### src/rtl/if_stage.sv
// Instruction-fetch stage with IF/ID pipeline register for the RV32 core.
// Keeps at most one fetch outstanding to instruction memory. A one-entry
// buffer holds a returned word while decode is stalled. A branch redirect
// flushes IF/ID and kills an in-flight wrong-path fetch.
module if_stage #(
    parameter int unsigned    XLEN      = 32,
    parameter logic [XLEN-1:0] RESET_PC = '0,
    parameter logic [31:0]    NOP_INSTR = 32'h0000_0013
) (
    input  logic            clk,
    input  logic            reset,
    output logic            imem_req,
    output logic [XLEN-1:0] imem_addr,
    input  logic            imem_ready,
    input  logic            imem_rvalid,
    input  logic [31:0]     imem_rdata,
    input  logic            stall,
    input  logic            branch_taken,
    input  logic [XLEN-1:0] branch_target,
    output logic            id_valid,
    output logic [XLEN-1:0] id_pc,
    output logic [31:0]     id_instr,
    output logic [6:0]      id_opcode
);

    typedef enum logic [1:0] {S_REQ, S_WAIT, S_HOLD} state_t;

    state_t          state_q, state_d;
    logic [XLEN-1:0] pc_q, pc_d;
    logic [XLEN-1:0] req_pc_q, req_pc_d;
    logic            kill_q, kill_d;
    logic            buf_valid_q, buf_valid_d;
    logic [XLEN-1:0] buf_pc_q, buf_pc_d;
    logic [31:0]     buf_instr_q, buf_instr_d;
    logic            id_valid_q, id_valid_d;
    logic [XLEN-1:0] id_pc_q, id_pc_d;
    logic [31:0]     id_instr_q, id_instr_d;

    logic accept;
    logic slot_free;

    // Requests are only issued from S_REQ; the address is the live PC,
    // which stays put until the request is accepted or a branch redirects it.
    assign imem_req  = (state_q == S_REQ);
    assign imem_addr = pc_q;
    assign accept    = imem_req && imem_ready;
    assign slot_free = !id_valid_q || !stall;

    assign id_valid  = id_valid_q;
    assign id_pc     = id_pc_q;
    assign id_instr  = id_instr_q;
    assign id_opcode = id_instr_q[6:0];

    // Next-state, PC, buffer and IF/ID update; branch redirect overrides all.
    always_comb begin
        state_d     = state_q;
        pc_d        = pc_q;
        req_pc_d    = req_pc_q;
        kill_d      = kill_q;
        buf_valid_d = buf_valid_q;
        buf_pc_d    = buf_pc_q;
        buf_instr_d = buf_instr_q;
        id_valid_d  = id_valid_q;
        id_pc_d     = id_pc_q;
        id_instr_d  = id_instr_q;

        // Decode consumed the current slot; a fill below may refill it.
        if (id_valid_q && !stall) begin
            id_valid_d = 1'b0;
            id_instr_d = NOP_INSTR;
        end

        case (state_q)
            S_REQ: begin
                if (accept) begin
                    req_pc_d = pc_q;
                    pc_d     = pc_q + XLEN'(4);
                    state_d  = S_WAIT;
                end
            end
            S_WAIT: begin
                if (imem_rvalid) begin
                    if (kill_q) begin
                        kill_d  = 1'b0;
                        state_d = S_REQ;
                    end else if (slot_free) begin
                        id_valid_d = 1'b1;
                        id_pc_d    = req_pc_q;
                        id_instr_d = imem_rdata;
                        state_d    = S_REQ;
                    end else begin
                        buf_valid_d = 1'b1;
                        buf_pc_d    = req_pc_q;
                        buf_instr_d = imem_rdata;
                        state_d     = S_HOLD;
                    end
                end
            end
            S_HOLD: begin
                if (!stall) begin
                    id_valid_d  = 1'b1;
                    id_pc_d     = buf_pc_q;
                    id_instr_d  = buf_instr_q;
                    buf_valid_d = 1'b0;
                    state_d     = S_REQ;
                end
            end
            default: state_d = S_REQ;
        endcase

        if (branch_taken) begin
            pc_d        = {branch_target[XLEN-1:2], 2'b00};
            id_valid_d  = 1'b0;
            id_instr_d  = NOP_INSTR;
            buf_valid_d = 1'b0;
            case (state_q)
                S_REQ: begin
                    // An accepted fetch this cycle is wrong-path: kill its data.
                    if (accept) begin
                        kill_d  = 1'b1;
                        state_d = S_WAIT;
                    end else begin
                        state_d = S_REQ;
                    end
                end
                S_WAIT: begin
                    if (imem_rvalid) begin
                        kill_d  = 1'b0;
                        state_d = S_REQ;
                    end else begin
                        kill_d  = 1'b1;
                        state_d = S_WAIT;
                    end
                end
                default: state_d = S_REQ;
            endcase
        end
    end

    // State and datapath registers, all asynchronously reset.
    always_ff @(posedge clk or posedge reset) begin
        if (reset) begin
            state_q     <= S_REQ;
            pc_q        <= RESET_PC;
            req_pc_q    <= '0;
            kill_q      <= 1'b0;
            buf_valid_q <= 1'b0;
            buf_pc_q    <= '0;
            buf_instr_q <= '0;
            id_valid_q  <= 1'b0;
            id_pc_q     <= '0;
            id_instr_q  <= NOP_INSTR;
        end else begin
            state_q     <= state_d;
            pc_q        <= pc_d;
            req_pc_q    <= req_pc_d;
            kill_q      <= kill_d;
            buf_valid_q <= buf_valid_d;
            buf_pc_q    <= buf_pc_d;
            buf_instr_q <= buf_instr_d;
            id_valid_q  <= id_valid_d;
            id_pc_q     <= id_pc_d;
            id_instr_q  <= id_instr_d;
        end
    end

endmodule

### config.mk
export PLATFORM = sky130hd
export DESIGN_NAME = if_stage
export DESIGN_NICKNAME = d
export VERILOG_FILES = /design/src/rtl/if_stage.sv
export SDC_FILE = /design/constraint.sdc
export NUM_CORES = 1
export LEC_CHECK = 0
export CORE_MARGIN = 2
export CORE_UTILIZATION = 56
export CTS_CLUSTER_DIAMETER = 60
export CTS_CLUSTER_SIZE = 8
export DETAILED_ROUTE_END_ITERATION = 12
export PLACE_DENSITY = 0.85
export REMOVE_ABC_BUFFERS = 1
export SLEW_MARGIN = 0
export SYNTH_ARGS = -nofsm -noshare
export SYNTH_HDL_FRONTEND = slang
export SYNTH_SLANG_ARGS = --single-unit
export TNS_END_PERCENT = 100
### constraint.sdc
create_clock -name clk -period 15.9 [get_ports clk]
set_input_delay 1.59 -clock clk [delete_from_list [all_inputs] [get_ports clk]]
set_output_delay 1.59 -clock clk [all_outputs]
set_load 0.01 [all_outputs]
After elaboration in Yosys (flattened, before gate mapping)
Index checks and enable logic that the tools add are counted.
{"block": "classes", "addsub": 1, "muxes": 38, "bitwise": 2, "eq_ne": 9, "n_reduce_logical": 14}
{"op": "$mux W32", "n": 13}
{"op": "$pmux W32 S2", "n": 2}
{"op": "$add A32 B3 Y32 const B", "n": 1}
{"op": "$mux W1", "n": 13}
{"op": "$mux W2", "n": 6}
{"op": "$ne A2 B2 Y1 const B", "n": 4}
{"op": "$ne A3 B3 Y1 const B", "n": 2}
{"op": "$pmux W2 S3", "n": 1}
{"op": "$reduce_bool A2 Y1", "n": 3}
{"op": "$reduce_and A5 Y1", "n": 1}
{"op": "$pmux W1 S2", "n": 2}
{"op": "$pmux W2 S2", "n": 1}
{"op": "$reduce_and A2 Y1", "n": 2}
{"op": "$reduce_and A4 Y1", "n": 1}
{"op": "$ne A3 B1 Y1 const B", "n": 1}
{"op": "$reduce_and A3 Y1", "n": 1}
{"op": "$eq A2 B1 Y1 const B", "n": 1}
{"op": "$eq A2 B2 Y1 const B", "n": 1}
{"op": "$logic_and A1 B1 Y1", "n": 2}
{"op": "$logic_not A1 Y1", "n": 2}
{"op": "$logic_not A2 Y1", "n": 1}
{"op": "$not A1 Y1", "n": 2}
{"op": "$logic_or A1 B1 Y1", "n": 1}
{"block": "word_totals", "register_bits": 196, "in_bits": 70, "wordCells": 73}

Depth between registers and ports, before layout
{"block": "logic_depth", "ltp_word": 8, "mapped_depth": 9, "ltp_nobuf": 7}

Worst setup path after synthesis
Ideal clock, no wire load.
{"block": "synth_path", "path_kind": "input-to-reg", "from": "in stall", "to": "reg buf_pc_q[19]", "path_buffers": 2, "arrival_ns": 2.828, "setup_ns": 0.127, "stages": 6, "slack_ns": 12.945, "path_cell_list": "buf_2 -> nand2_1 -> nor3b_1 -> nand2_1 -> clkbuf_1 -> mux2_1"}
{"block": "synth_via", "elab_chain_cells": 4}
{"item": "start: declaration", "line": "17", "text": "input logic stall,"}
{"item": "$logic_not A1 Y1"}
{"item": "$logic_or A1 B1 Y1", "line": "47", "text": "assign slot_free = !id_valid_q || !stall;"}
{"item": "$not A1 Y1 (no source line)"}
{"item": "$reduce_and A4 Y1 (no source line)"}
{"item": "end signal: assignment", "line": "159", "text": "buf_pc_q <= buf_pc_d;"}
{"item": "end: declaration", "line": "33", "text": "logic [XLEN-1:0] buf_pc_q, buf_pc_d;"}
Every way passes these cells.
A chain may end at the register's enable or synchronous reset.

Worst setup path in the final report
{"block": "layout_path", "from": "in stall", "to": "reg id_instr_q[27], in the netlist id_instr[27]"}
{"block": "layout_via", "elab_chain_cells": 8, "elab_cells_between_ends": 10, "cone_classes": "mux (7); reduce/logical (3)"}
{"item": "$logic_not A1 Y1"}
{"item": "$logic_and A1 B1 Y1", "line": "68", "text": "if (id_valid_q && !stall) begin"}
{"item": "$mux W32", "line": "68"}
{"item": "$mux W32", "line": "86", "text": "end else if (slot_free) begin"}
{"item": "$mux W32", "line": "83", "text": "if (kill_q) begin"}
{"item": "$mux W32", "line": "82", "text": "if (imem_rvalid) begin"}
{"item": "$pmux W32 S2 *", "line": "73", "text": "case (state_q)"}
{"item": "$mux W32 *", "line": "111", "text": "if (branch_taken) begin"}
{"item": "named net id_instr_d[27]", "line": "37", "text": "logic [31:0] id_instr_q, id_instr_d;"}
{"item": "end signal: assignment", "line": "163", "text": "id_instr_q <= id_instr_d;"}
{"item": "end: declaration", "line": "37"}
The timed path passes the listed nets; every way through them passes the cells marked *.

==> results.txt <==
Status -> finished clean
Vias per cell -> 5.90
Seq/Total Area, Yosys -> 52.4%
Final cell utilization of the core -> 71.7%
HP Class -> reg -> reg
Fraction of registers with async set/reset -> 100%
Fmax -> 0.241 GHz
Leading area contributor after synthesis -> dfrtp_1
Final Hold Viols -> 0
Slew margin rel. -> 27.8%
Syn Area/Cell -> 10.3 sq um
Post-Route WL -> 22.0 mm
Post-Layout Cell Count -> 1225
Number of diodes -> 0
Rows -> 46
Post-route clock period utilization -> 26.1%
Layout cells sized above 1 -> 11.4%
Clock Sinks -> 188
H-tree Lvls -> 4
First-pass GRT wire length -> 35.7 mm
Antenna Nets Post-Route -> 0
Vias in the first global route -> 7194
CP endpoint kind -> flip-flop
Placed cells -> 1193
Distinct cells, synth -> 44
CTS tree -> yes
Post-DP Area -> 0.0107 sq mm
Estimated wirelength of the detail-placed design -> 13.5 mm
Initial antenna violation count -> 0
Routed len/inst -> 17.9 um
#FFs+latches synth -> 188
TritonCTS Buffers -> 17
Initial DRC count -> 576
CP Launch Point -> stall
Final min period -> 4150 ps
Worst Tran Pin Value -> 1080 ps
YS warnings -> 0
DIE AREA -> 0.0171 sq mm
Synth top cells by count -> nand2_1, dfrtp_1, mux2_2
Syn Inst Count -> 869
Setup violators final -> 0
Lkg Pwr -> 4.98 nW
Vias -> 7228
Top cell type's share of synthesized area -> 51.5%
Reg-to-reg setup timing slack -> 13020 ps
Die Ht -> 131 um
Root Driver -> clkbuf_16
Fin. max-slew vios -> 0
Start of the worst register-to-register path -> state_q[0]
Max clock buf depth -> 2
Most common cell in the synthesized netlist -> nand2_1
Worst EP arrival -> 4410 ps
Finished Cell Area -> 0.0113 sq mm
Hold-fix buffers, CTS -> 0
IO Pins -> 175
Pwr dens -> 157 mW/mm^2
All-layer global routing usage -> 26.5%
Worst path required time -> 16160 ps
Post-route DRC -> 0
Max Clock Skew -> 15.7 ps
NumNets Final -> 1070
DP Worst Slack -> 11370 ps
Startpoint types -> primary input
Chip Width -> 131 um
Starting Density -> 57.0%
Post-Syn Area -> 0.00899 sq mm
Min Hold Slack -> 479 ps
Max-cap viol count -> 0
RSZ-0062 raised after global routing -> no
Post-CTS Setup Bufs -> 0
Buffers added on ports -> 168
Crit path kind -> in -> reg
Core box area -> 0.0158 sq mm
Hold Path Depth -> 2
Final worst slack -> 11750 ps
Resized Gates After CTS -> 0
Worst reg2reg path depth -> 8
TritonRoute pass-1 iters -> 5
Max Fanout on Critical Path -> 36
Worst skew pair latency -> 430 ps
Grt total ovfl -> 0
Routability congestion estimate -> 0.778
Area Growth Syn to Fin -> 25.8%
Fin Setup TNS -> 0 ps
Clock transition at the registers of the reported paths -> 70 ps
Top cells by area, synth -> dfrtp_1, nand2_1, mux2_2
Hold_sp -> id_pc[30]
Number of flops mapped to enable cells by yosys -> 0
Largest net degree at the start of global routing -> 109
VDD IR-drop max -> 0.0872 mV
Total Power -> 1.78 mW
Ys flop type -> dfrtp_1
==> power breakdown <==
group          leakage [nW]  switching [mW]  total (mW)  internal (mW)
Clock                 0.278           0.199       0.411          0.212
Sequential             2.45           0.109       0.745          0.636
Combinational          2.25           0.313       0.619          0.306
Total                  4.98           0.621        1.78           1.15
==> routing by layer <==
metal	GRT usage, %	part of all wire (%)
met1	35.9	44
met3	5.90	7.2
met2	43.3	48
met5	0	0
met4	7.95	1.1
==> cell type report <==
class                   instances  area, sq um
clock buffers                  19          443
well taps                     216          270
clock inverters                13          121
inverters                       8         37.5
fillers                      1172         4460
multi-input cells             603         3980
repair buffers                178         1750
flip-flops and latches        188         4710
==> logic make-up after synthesis <==
kind of cell / Yosys count / share of synthesized area [%]
mux: 123 / 15.0
xor+xnor: 28 / 2.73
buf+inv: 81 / 3.95
fa+ha+maj: 4 / 0.557
simple gates: 277 / 13.7
other cells: 1 / 0.0417
compound gates: 167 / 11.7
flops: 188 / 52.4
==> critical path, cell delays in order <==
cell,delay [ps]
clkdlybuf4s50_1,400
buf_4,280
nand2_1,150
buf_4,350
and2_1,910
o21ai_0,260
a221oi_1,370
a211oi_1,90
==> flip-flops by register name (all words and copies together) (netlist names) <==
| register | cells |
|---|---|
| buf_instr_q | 32 |
| kill_q | 1 |
| id_valid | 1 |
| imem_addr | 30 |
| state_q | 2 |
| req_pc_q | 30 |
| id_pc | 30 |
| id_instr | 32 |
| buf_pc_q | 30 |
==> worst paths after layout <==
kind                                      to
worst max-delay path            id_instr[27]
worst min-delay path               id_pc[30]
worst max register to register     id_pc[25]
worst min register to register     id_pc[30]
max in group asynchronous          id_pc[15]
min in group asynchronous       id_instr[31]
==> placed cells by master, fill, tap and decap left out, types with 2 or more instances in the layout <==
cell type,n
or3_1,2
a21oi_1,3
xnor2_1,8
a22oi_1,3
a22o_1,3
inv_1,6
clkbuf_16,17
nand3_1,39
nor2b_1,2
a221oi_1,28
mux2_1,33
o21ai_0,53
o21ai_1,40
nor4_1,2
nand2_1,190
conb_1,4
nor2_1,7
a32oi_1,2
o211ai_1,4
mux2i_1,32
clkinv_4,3
and2_1,3
nor3_1,3
a211oi_1,27
nand2b_1,3
mux2_2,58
clkdlybuf4s50_1,167
and3_1,5
xor2_1,20
nor4_4,2
inv_8,6
dfrtp_1,185
dfstp_2,3
inv_6,3
nand4_1,12
ha_1,3
buf_4,10
Note: power is estimated with default switching activity, not from simulation.
